## config.mk

```make
export PLATFORM = sky130hd
export DESIGN_NAME = cdb_arbiter_flat
export DESIGN_NICKNAME = d
export VERILOG_FILES = /design/src/rtl/cdb_arbiter_if.sv /design/src/rtl/cdb_arbiter.sv /design/src/flat_wrapper.sv
export SDC_FILE = /design/constraint.sdc
export NUM_CORES = 1
export LEC_CHECK = 0
export BUFFER_PORTS_ARGS = -buffer_cell sky130_fd_sc_hd__buf_2
export CORE_ASPECT_RATIO = 1.1
export CORE_MARGIN = 2
export CORE_UTILIZATION = 45
export CTS_CLUSTER_DIAMETER = 30
export CTS_CLUSTER_SIZE = 8
export DETAILED_ROUTE_END_ITERATION = 8
export PLACE_DENSITY = 0.66
export SLEW_MARGIN = 25
export SYNTH_ARGS = -nofsm -noshare
export SYNTH_HDL_FRONTEND = slang
export SYNTH_SLANG_ARGS = --single-unit
```

## constraint.sdc

```tcl
create_clock -name clock -period 10.8 [get_ports clock]
set_clock_uncertainty 0.2 [all_clocks]
set_input_delay 2.16 -clock clock [delete_from_list [all_inputs] [get_ports clock]]
set_output_delay 2.16 -clock clock [all_outputs]
set_load 0.05 [all_outputs]
```

## src/rtl/cdb_arbiter_if.sv

```systemverilog
// Packet types shared by the execution units, the CDB arbiter and its
// consumers, plus the bus interface that bundles the request and broadcast
// signals.
package cdb_arbiter_pkg;
  localparam int unsigned XLEN = 32;
  localparam logic [4:0]  ZERO_REG = 5'd0;

  typedef struct packed {
    logic [31:0]     inst;
    logic [XLEN-1:0] PC;
    logic [XLEN-1:0] NPC;
    logic [XLEN-1:0] alu_result;
    logic [4:0]      dest_reg_idx;
    logic [5:0]      Tag;
    logic            take_branch;
    logic            halt;
    logic            illegal;
    logic            valid;
  } EX_PACKET;

  typedef struct packed {
    logic [31:0]     inst;
    logic [XLEN-1:0] PC;
    logic [XLEN-1:0] NPC;
    logic [XLEN-1:0] alu_result;
    logic [XLEN-1:0] Value;
    logic [4:0]      dest_reg_idx;
    logic [5:0]      Tag;
    logic            take_branch;
    logic            halt;
    logic            illegal;
    logic            done;
    logic            valid;
  } CDB_PACKET;
endpackage

interface cdb_arbiter_if #(
  parameter int unsigned NUM_REQ = 4
);
  import cdb_arbiter_pkg::*;
  localparam int unsigned GW = $clog2(NUM_REQ);

  logic [NUM_REQ-1:0]           req_valid;
  EX_PACKET [NUM_REQ-1:0]       req_packet;
  logic [NUM_REQ-1:0]           req_ready;
  CDB_PACKET                    cdb_packet;
  logic                         wb_regfile_en;
  logic [4:0]                   wb_regfile_idx;
  logic [XLEN-1:0]              wb_regfile_data;
  logic [GW-1:0]                grant_id;

  // Execution-unit / consumer side
  modport master (
    output req_valid, req_packet,
    input  req_ready, cdb_packet, wb_regfile_en, wb_regfile_idx,
           wb_regfile_data, grant_id
  );

  // Arbiter side
  modport slave (
    input  req_valid, req_packet,
    output req_ready, cdb_packet, wb_regfile_en, wb_regfile_idx,
           wb_regfile_data, grant_id
  );
endinterface

```

## src/rtl/cdb_arbiter.sv

```systemverilog
// Round-robin CDB arbiter: one small FIFO per execution unit, one head entry
// granted per cycle, converted into a registered CDB packet that also drives
// the architectural register-file write port.
module cdb_arbiter #(
  parameter int unsigned NUM_REQ = 4,
  parameter int unsigned DEPTH   = 2
) (
  input  logic          clock,
  input  logic          reset,
  input  logic          squash,
  cdb_arbiter_if.slave  bus
);
  import cdb_arbiter_pkg::*;

  localparam int unsigned PW = $clog2(DEPTH);
  localparam int unsigned CW = PW + 1;
  localparam int unsigned GW = $clog2(NUM_REQ);
  localparam logic [GW:0]  NREQ_W = (GW+1)'(NUM_REQ);
  localparam logic [CW-1:0] FULL_W = CW'(DEPTH);

  EX_PACKET        r_mem   [NUM_REQ][DEPTH];
  logic [PW-1:0]   r_head  [NUM_REQ];
  logic [PW-1:0]   r_tail  [NUM_REQ];
  logic [CW-1:0]   r_count [NUM_REQ];
  logic [GW-1:0]   r_rr_ptr;
  logic [GW-1:0]   r_grant_id;
  CDB_PACKET       r_cdb;

  logic [NUM_REQ-1:0] w_ready;
  logic [NUM_REQ-1:0] w_push;
  logic [NUM_REQ-1:0] w_pop;
  logic [NUM_REQ-1:0] w_nonempty;
  logic [NUM_REQ-1:0] w_rot;
  logic               w_found;
  logic [GW-1:0]      w_off;
  logic [GW:0]        w_sum;
  logic [GW-1:0]      w_winner;
  logic [GW-1:0]      w_rr_next;
  EX_PACKET           w_head;
  logic               w_tb;
  CDB_PACKET          w_cdb_next;

  // Ready comes from registered occupancy only; push needs valid and ready
  always_comb begin
    w_ready = '0;
    w_push  = '0;
    for (int unsigned i = 0; i < NUM_REQ; i++) begin
      w_ready[i] = (r_count[i] != FULL_W) && reset;
      w_push[i]  = bus.req_valid[i] && w_ready[i];
    end
  end

  // Round-robin pick: rotate the non-empty mask so rr_ptr sits at bit 0,
  // take the lowest set bit, then rotate the offset back to a requester index
  always_comb begin
    w_nonempty = '0;
    for (int unsigned i = 0; i < NUM_REQ; i++) begin
      w_nonempty[i] = (r_count[i] != '0);
    end
    w_rot   = NUM_REQ'({w_nonempty, w_nonempty} >> r_rr_ptr);
    w_found = 1'b0;
    w_off   = '0;
    for (int unsigned k = 0; k < NUM_REQ; k++) begin
      if (!w_found && w_rot[k]) begin
        w_found = 1'b1;
        w_off   = GW'(k);
      end
    end
    w_sum    = {1'b0, r_rr_ptr} + {1'b0, w_off};
    w_winner = (w_sum >= NREQ_W) ? GW'(w_sum - NREQ_W) : w_sum[GW-1:0];
    w_pop    = '0;
    for (int unsigned i = 0; i < NUM_REQ; i++) begin
      w_pop[i] = w_found && (w_winner == GW'(i));
    end
    w_rr_next = (w_winner == GW'(NUM_REQ - 1)) ? '0 : w_winner + 1'b1;
  end

  // Convert the winning head entry into the next CDB broadcast
  always_comb begin
    w_head     = r_mem[w_winner][r_head[w_winner]];
    w_tb       = w_head.take_branch && w_head.valid;
    w_cdb_next = '0;
    w_cdb_next.inst         = w_head.inst;
    w_cdb_next.PC           = w_head.PC;
    w_cdb_next.NPC          = w_head.NPC;
    w_cdb_next.alu_result   = w_head.alu_result;
    w_cdb_next.dest_reg_idx = w_head.dest_reg_idx;
    w_cdb_next.Tag          = w_head.Tag;
    w_cdb_next.halt         = w_head.halt;
    w_cdb_next.illegal      = w_head.illegal;
    w_cdb_next.take_branch  = w_tb;
    w_cdb_next.Value        = w_tb ? w_head.NPC : w_head.alu_result;
    w_cdb_next.done         = 1'b0;
    w_cdb_next.valid        = 1'b1;
  end

  // FIFO payload storage; stale entries are harmless once counts clear
  always_ff @(posedge clock) begin
    for (int unsigned i = 0; i < NUM_REQ; i++) begin
      if (w_push[i]) r_mem[i][r_tail[i]] <= bus.req_packet[i];
    end
  end

  // FIFO pointers and occupancy; squash and reset drop everything buffered
  always_ff @(posedge clock or negedge reset) begin
    if (!reset) begin
      for (int unsigned i = 0; i < NUM_REQ; i++) begin
        r_head[i]  <= '0;
        r_tail[i]  <= '0;
        r_count[i] <= '0;
      end
    end else if (squash) begin
      for (int unsigned i = 0; i < NUM_REQ; i++) begin
        r_head[i]  <= '0;
        r_tail[i]  <= '0;
        r_count[i] <= '0;
      end
    end else begin
      for (int unsigned i = 0; i < NUM_REQ; i++) begin
        if (w_push[i]) r_tail[i] <= r_tail[i] + 1'b1;
        if (w_pop[i])  r_head[i] <= r_head[i] + 1'b1;
        case ({w_push[i], w_pop[i]})
          2'b10:   r_count[i] <= r_count[i] + 1'b1;
          2'b01:   r_count[i] <= r_count[i] - 1'b1;
          default: ;
        endcase
      end
    end
  end

  // Registered broadcast, grant id and round-robin pointer
  always_ff @(posedge clock or negedge reset) begin
    if (!reset) begin
      r_cdb      <= '0;
      r_grant_id <= '0;
      r_rr_ptr   <= '0;
    end else if (squash) begin
      r_cdb.valid <= 1'b0;
      r_rr_ptr    <= '0;
    end else if (w_found) begin
      r_cdb      <= w_cdb_next;
      r_grant_id <= w_winner;
      r_rr_ptr   <= w_rr_next;
    end else begin
      r_cdb.valid <= 1'b0;
    end
  end

  assign bus.req_ready       = w_ready;
  assign bus.cdb_packet      = r_cdb;
  assign bus.grant_id        = r_grant_id;
  assign bus.wb_regfile_en   = r_cdb.valid && (r_cdb.dest_reg_idx != ZERO_REG);
  assign bus.wb_regfile_idx  = r_cdb.dest_reg_idx;
  assign bus.wb_regfile_data = r_cdb.Value;
endmodule

```

## src/flat_wrapper.sv

```systemverilog
// flat-port wrapper written by rule: the top's interface ports become plain ports
module cdb_arbiter_flat import cdb_arbiter_pkg::*;
#(
  parameter int unsigned NUM_REQ = 4,
  parameter int unsigned DEPTH   = 2
)
  (clock, reset, squash, bus_req_valid, bus_req_packet, bus_req_ready, bus_cdb_packet, bus_wb_regfile_en, bus_wb_regfile_idx, bus_wb_regfile_data, bus_grant_id);
  cdb_arbiter_if #(.NUM_REQ(NUM_REQ)) bus_i ();
  input  logic clock;
  input  logic reset;
  input  logic squash;
  input wire logic [$bits(bus_i.req_valid)-1:0] bus_req_valid;
  input wire logic [$bits(bus_i.req_packet)-1:0] bus_req_packet;
  output wire logic [$bits(bus_i.req_ready)-1:0] bus_req_ready;
  output wire logic [$bits(bus_i.cdb_packet)-1:0] bus_cdb_packet;
  output wire logic [$bits(bus_i.wb_regfile_en)-1:0] bus_wb_regfile_en;
  output wire logic [$bits(bus_i.wb_regfile_idx)-1:0] bus_wb_regfile_idx;
  output wire logic [$bits(bus_i.wb_regfile_data)-1:0] bus_wb_regfile_data;
  output wire logic [$bits(bus_i.grant_id)-1:0] bus_grant_id;
  assign bus_i.req_valid = bus_req_valid;
  assign bus_i.req_packet = bus_req_packet;
  assign bus_req_ready = bus_i.req_ready;
  assign bus_cdb_packet = bus_i.cdb_packet;
  assign bus_wb_regfile_en = bus_i.wb_regfile_en;
  assign bus_wb_regfile_idx = bus_i.wb_regfile_idx;
  assign bus_wb_regfile_data = bus_i.wb_regfile_data;
  assign bus_grant_id = bus_i.grant_id;
  cdb_arbiter #(.NUM_REQ(NUM_REQ), .DEPTH(DEPTH)) u_core (.clock(clock), .reset(reset), .squash(squash), .bus(bus_i));
endmodule
```

# Word level (Yosys, flattened, before mapping)
# Memories as Yosys holds them, arrays and structs flattened.
# Cells that the tools add are included.
dict set report word_totals {
  output_inout_bits 220
  mem_count 1
  reg_bits 195
  elab_cells 174
  ramBits 1144
  rom_bits 0
  input_bits 579
  latch_bits 0
}
# name words width read_ports rd_clocked_by_memory_dff write_ports line_no
set mem_list {}
lappend mem_list {u_core.r_mem 4 286 1 0 4 cdb_arbiter.sv:21} ;# EX_PACKET r_mem [NUM_REQ][DEPTH];
dict set report classes {
  n_addsub 19
  n_eq_ne 15
  mul 0
  div_mod_pow 0
  bitwise_logic 7
  magnitude_cmp 11
  n_reduce_logical 44
  n_mux 51
  shift 1
}
# operator count
set op_table {}
lappend op_table {{$mux 286} 4}
lappend op_table {{$mux 143} 7}
lappend op_table {{$demux 143 s1} 4}
lappend op_table {{$mux 32} 1}
lappend op_table {{$reduce_bool 2->1} 13}
lappend op_table {{$logic_and 1x1->1} 21}
lappend op_table {{$mux 1} 21}
lappend op_table {{$pmux 2 s2} 4}
lappend op_table {{$eq 2x2->1 const B} 6}
lappend op_table {{$mux 2} 6}
lappend op_table {{$reduce_bool 3->1} 4}
lappend op_table {{$add 2x1->2 const B} 5}
lappend op_table {{$eq 2x1->1 const B} 5}
lappend op_table {{$ge 2x2->1 const B} 5}
lappend op_table {{$not 1->2} 5}
lappend op_table {{$sub 2x1->2 const B} 5}
lappend op_table {{$add 1x1->1 const B} 8}
lappend op_table {{$lt 2x1->1 const B} 4}
lappend op_table {{$mux 4} 2}
lappend op_table {{$mux 8} 1}
lappend op_table {{$ne 2x2->1 const B} 4}
lappend op_table {{$shr 8x2->4} 1}
lappend op_table {{$ge 3x3->1 const B} 2}
lappend op_table {{$reduce_bool 5->1} 1}
lappend op_table {{other kinds (7)} 9}

# Logic depth before layout (Yosys ltp)
dict set report depth {
  ltp_word 25
  depth_mapped 18
  mapped_depth_nobuf 13
}

# Least setup slack after synthesis
# No wires, ideal clock.
dict set report synth_timing {
  path_kind {input-to-reg}
  from {input reset}
  to {memory u_core.r_mem[2][0] (netlist name), enable pin}
  n_path_buf 0
  t_required_ns 9.953
  path_stages 3
  path_slack_ns 0.153
  setup_ns 0.647
  arrival_ns 9.799
  path_cell_list {a21boi_0 nand2_1 nor2_1}
}
# item line_no
set synth_rtl {}
lappend synth_rtl {{from (decl)} flat_wrapper.sv:10} ;# input logic reset;
lappend synth_rtl {{to (decl)} cdb_arbiter.sv:21}

# Worst setup path after layout
dict set report layout_timing {
  from {register u_core.r_count[2] (netlist name)}
  to {register u_core.r_cdb (netlist bit u_core.bus.wb_regfile_data[15])}
}
dict set report layout_via {
  elab_chain_len 25
}
# item line_no
set layout_rtl {}
lappend layout_rtl {{from (decl)} cdb_arbiter.sv:24} ;# logic [CW-1:0] r_count [NUM_REQ];
lappend layout_rtl {{from (signal, indexed assignment)} cdb_arbiter.sv:123} ;# 2'b10: r_count[i] <= r_count[i] + 1'b1;
lappend layout_rtl {{from (signal, indexed assignment)} cdb_arbiter.sv:124} ;# 2'b01: r_count[i] <= r_count[i] - 1'b1;
lappend layout_rtl {{$reduce_bool 2->1 *} cdb_arbiter.sv:58} ;# w_nonempty[i] = (r_count[i] != '0);
lappend layout_rtl {{$shr 8x2->4 *} cdb_arbiter.sv:60} ;# w_rot = NUM_REQ'({w_nonempty, w_nonempty} >> r_rr_ptr);
lappend layout_rtl {{$mux 1} cdb_arbiter.sv:64} ;# if (!w_found && w_rot[k]) begin
lappend layout_rtl {{$logic_not 1->1} cdb_arbiter.sv:64}
lappend layout_rtl {{$logic_and 1x1->1} cdb_arbiter.sv:64}
lappend layout_rtl {{$mux 1} cdb_arbiter.sv:64}
lappend layout_rtl {{$logic_not 1->1} cdb_arbiter.sv:64}
lappend layout_rtl {{$logic_and 1x1->1} cdb_arbiter.sv:64}
lappend layout_rtl {{[... 6 more ...]} n/a}
lappend layout_rtl {{$mux 2} cdb_arbiter.sv:70} ;# w_winner = (w_sum >= NREQ_W) ? GW'(w_sum - NREQ_W) : w_sum[GW-1:0];
lappend layout_rtl {{$not 2->3 (not written as such)} cdb_arbiter.sv:80} ;# w_head = r_mem[w_winner][r_head[w_winner]];
lappend layout_rtl {{$bmux 1 s2} cdb_arbiter.sv:80}
lappend layout_rtl {{$mux 1 (not written as such) (2 in series)} cdb_arbiter.sv:80}
lappend layout_rtl {{$not 1->2 (not written as such)} cdb_arbiter.sv:80}
lappend layout_rtl {{$mux 143 (not written as such) (3 in series)} cdb_arbiter.sv:80}
lappend layout_rtl {{$logic_and 1x1->1} cdb_arbiter.sv:81} ;# w_tb = w_head.take_branch && w_head.valid;
lappend layout_rtl {{$mux 32} cdb_arbiter.sv:92} ;# w_cdb_next.Value = w_tb ? w_head.NPC : w_head.alu_result;
lappend layout_rtl {{to (signal assigned)} cdb_arbiter.sv:141} ;# r_cdb <= w_cdb_next;
lappend layout_rtl {{to (decl)} cdb_arbiter.sv:27} ;# CDB_PACKET r_cdb;
# Mark *: on every way between the ends. The rest lies on a longest branch, timed or not. The select of a mux whose other input is x is not followed.
# A chain may end at the register's enable or synchronous reset.

==> results by group <==
Yosys
  • Yosys cell types: 49
  • Ys async rst share: 0.146
  • Largest family of logic cells by synthesized area: multiplexers
  • Syn Nets: roughly 3000
  • Sequential element share of the synthesized area: 0.776
  • Synth warn: 0
  • Post-Syn Instances: 2414
  • Yosys reg bits: approximately 1300
  • Proportion of synthesized area in mux cells: 0.155
  • Xor/xnor share of the synthesized area: 0.00378
  • Post-synthesis compound-gate area fraction: 0.0281
  • Simple logic cell fraction of the synthesized area: 0.0188
  • Synth Flop Type: edfxtp_1
  • Post-Syn Area: 50600 sq um
  • Mapped Avg Cell Area: between 20 and 25 sq um
  • Post-synthesis adder-cell area fraction: 0.000495
  • EDFF count, synth: 1144

Critical path
  • Most used cell, CP: buf_4
  • Worst EP arrival: 6.82 ns
  • Crit path max fanout: 51
  • Reg-to-reg startpoint: u_core.r_count[2]
  • Critical Path Start: u_core.r_count[2]
  • Cell breakdown of the critical path: nor4_1, or3b_2, nand3_1, ha_4, xnor2_2, inv_8, mux4_4, buf_4, mux2i_4, buf_4, and2_2, o221a_1
  • WS Path Type: flip-flop to flip-flop
  • Critical-path top delay cell: buf_4
  • Critical Path End Type: flip-flop
  • WP data required: 11.34 ns
  • Crit-path leading delay family: simple AND/OR/NAND/NOR gates
  • Slowest stage delay, CP: 0.86 ns
  • Critical Path Source Type: flip-flop
  • WP buf/inv: 3

Power
  • Clock Power Share: 0.311
  • Max IR drop VDD: 0.000384 V
  • Logic pwr share: 0.426
  • Switch Pwr: 9360 uW
  • Pwr/cell area: 391 nW/um^2
  • Reg power frac: 0.263
  • Internal power: roughly 16000 uW
  • Pwr Total: 25400 uW
  • Leakage: between 0.02 and 0.025 uW
  • Switching share of total power: 0.369

GRT
  • Met1 Usage GRT: 0.304
  • First-pass GRT wire length: just over 200000 um
  • Gr usage total: 0.251
  • Initial antenna violation count: 85
  • Grt total ovfl: 0
  • Grt met2 use: 0.409
  • Largest net degree at the start of global routing: between 150 and 200
  • Vias in the first global route: around 30000
  • GRT met3 Usage: 0.0915
  • Top Usage Layer GRT: met2

Run status
  • Status: finished, final reports clean

Final layout
  • Finished Layout Cells: between 5000 and 6000
  • Layout cells sized above 1: 0.432
  • Area of the multi-input gates: between 10000 and 15000 sq um
  • Reg area: around 40000 sq um
  • Final design utilization: 0.579
  • Area Growth Syn to Fin: 28.3%
  • Commonest non-fill, non-tap cell in the layout: edfxtp_1
  • Nets: between 3000 and 4000
  • Fill cell count: 8383
  • Most frequent cells in the layout: edfxtp_1, buf_2, mux4_2

STA
  • Setup TNS: 0 ns
  • Final setup viols: 0
  • Final period util: 0.581
  • Normalized max-slew margin: 0.289
  • FMAX: 159 MHz
  • Worst Tran Pin Value: 1.07 ns
  • Final min period: 6.28 ns
  • RSZ-0062 raised after global routing: no
  • Final hold vios: 0
  • Slew Limit Fails: 0

Place
  • Post-DP HPWL: 93100 um
  • PortBufs: roughly 800
  • GP Congestion: 0.834
  • Placed Cells: 4590

Floorplan
  • Die area: 115000 sq um
  • DIE WIDTH: 324 um
  • # IOs: 799
  • Row Count: 129
  • Core area: 112000 sq um
  • Initial core utilization: 0.452
  • Die Height: 356 um

Drt
  • Starting DRT DRC Count: ~2700
  • Via count: 28100
  • WL/cell: between 20 and 30 um
  • Routed WL: 145000 um
  • Antenna viol nets, final: 0
  • Vias per inst: 5.51
  • DRC viols: 0
  • DR pass1 iterations: 5

CTS
  • Clock Tree Buf Depth: 4
  • Clk sinks: 1339
  • Post-CTS sizing: 0
  • CTS H-tree depth: 5
  • Post-CTS setup repair buffer count: 0
  • Root Buffer: clkbuf_16
  • Reg clk slew, reported paths: 0.05 ns
  • TritonCTS clock tree: yes
  • Num CTS Buffers: 275
  • Hold_buf cts: 0
  • Clock latency on the worst-skew pair: 0.88 ns

Min path
  • HP Start: u_core.bus.cdb_packet[100]
  • HP Class: flip-flop to flip-flop

Flow run
  • Max-cap violations: 0
[power by group through the flow]
stage / Sequential (uW) / Clock (uW) / Combinational (uW)
final: 6690 / 7890 / 10800
after global routing: 6730 / 8250 / 11500
after CTS: 6680 / 7970 / 10900
after detailed placement: 6760 / 0 / 10900
after global placement: 6740 / 0 / 10800
after floorplan: 7800 / 0 / 7130
[Yosys cell counts (2+ instances only)]
master	number	area [sq um]
a211oi_1	16	120
a21boi_0	4	30.0
a21o_1	15	113
a21oi_1	3	15.0
a221o_1	15	150
a311oi_1	2	17.5
and3_1	2	12.5
buf_1	12	45.0
buf_2	49	245
buf_4	41	308
buf_6	3	33.8
clkbuf_1	67	251
dfrtp_1	195	4880
edfxtp_1	1144	34400
ha_1	2	25.0
inv_1	9	33.8
inv_2	2	7.51
mux2i_1	143	1430
mux4_2	282	6350
nand2_1	139	522
nand3_1	10	50.1
nand3b_1	2	15.0
nand4_1	17	106
nor2_1	46	173
nor4_1	3	18.8
o211ai_1	3	22.5
o21a_1	18	135
o21ai_0	35	175
o21ai_1	78	390
o221a_1	17	191
o22ai_1	2	12.5
or4_1	3	22.5
xnor2_1	18	158
xor2_1	2	17.5
[final timing paths]
path                                                  end  slack, ns  cells past startpoint
min in group asynchronous      u_core.bus.cdb_packet[133]       1.02                      1
max in group asynchronous       u_core.bus.cdb_packet[63]       7.34                      3
setup reg to reg           u_core.bus.wb_regfile_data[15]       4.52                     12
hold / removal                 u_core.bus.cdb_packet[100]       0.27                      1
hold reg to reg                u_core.bus.cdb_packet[100]       0.27                      1
setup / recovery           u_core.bus.wb_regfile_data[15]       4.52                     12
[stage by stage]
step                      setup slack [ns]  hold slack, ns  cell area [sq um]
after global placement                4.53           0.255              56100
after global routing                  4.33           0.291              64800
final                                 4.52           0.267              64900
after detailed placement              4.49           0.261              56100
after CTS                             4.48           0.271              64800
after floorplan                      0.153           0.297              50600
[sequential cells by signal, indices dropped and copies added, names as in the netlist]
signal	count
u_core.r_mem	1144
u_core.bus.cdb_packet	138
u_core.bus.wb_regfile_data	32
u_core.r_count	8
u_core.bus.wb_regfile_idx	5
u_core.r_head	4
u_core.r_tail	4
u_core.bus.grant_id	2
u_core.r_rr_ptr	2
[layout make-up]
type | count | area share
antenna | 40 | 0.00154
multi-input combinational | 892 | 0.162
sequential | 1339 | 0.605
timing repair buffer | 842 | 0.0676
clock inverter | 99 | 0.0180
inverter | 11 | 0.000752
tap | 1506 | 0.0290
clock buffer | 368 | 0.116
[logic make-up after synthesis]
logic type | Yosys count
other cells | 1
flops | 1339
simple gates | 227
compound gates | 213
buf+inv | 183
fa+ha+maj | 2
mux | 428
xor+xnor | 21
[routing by layer]
metal  part of all wire  wire (um)
met5             0.0040        583
met2               0.49      70800
met3               0.10      15000
met4              0.035       5090
met1               0.37      53900
No activity file was read; power rests on OpenSTA's default activity.
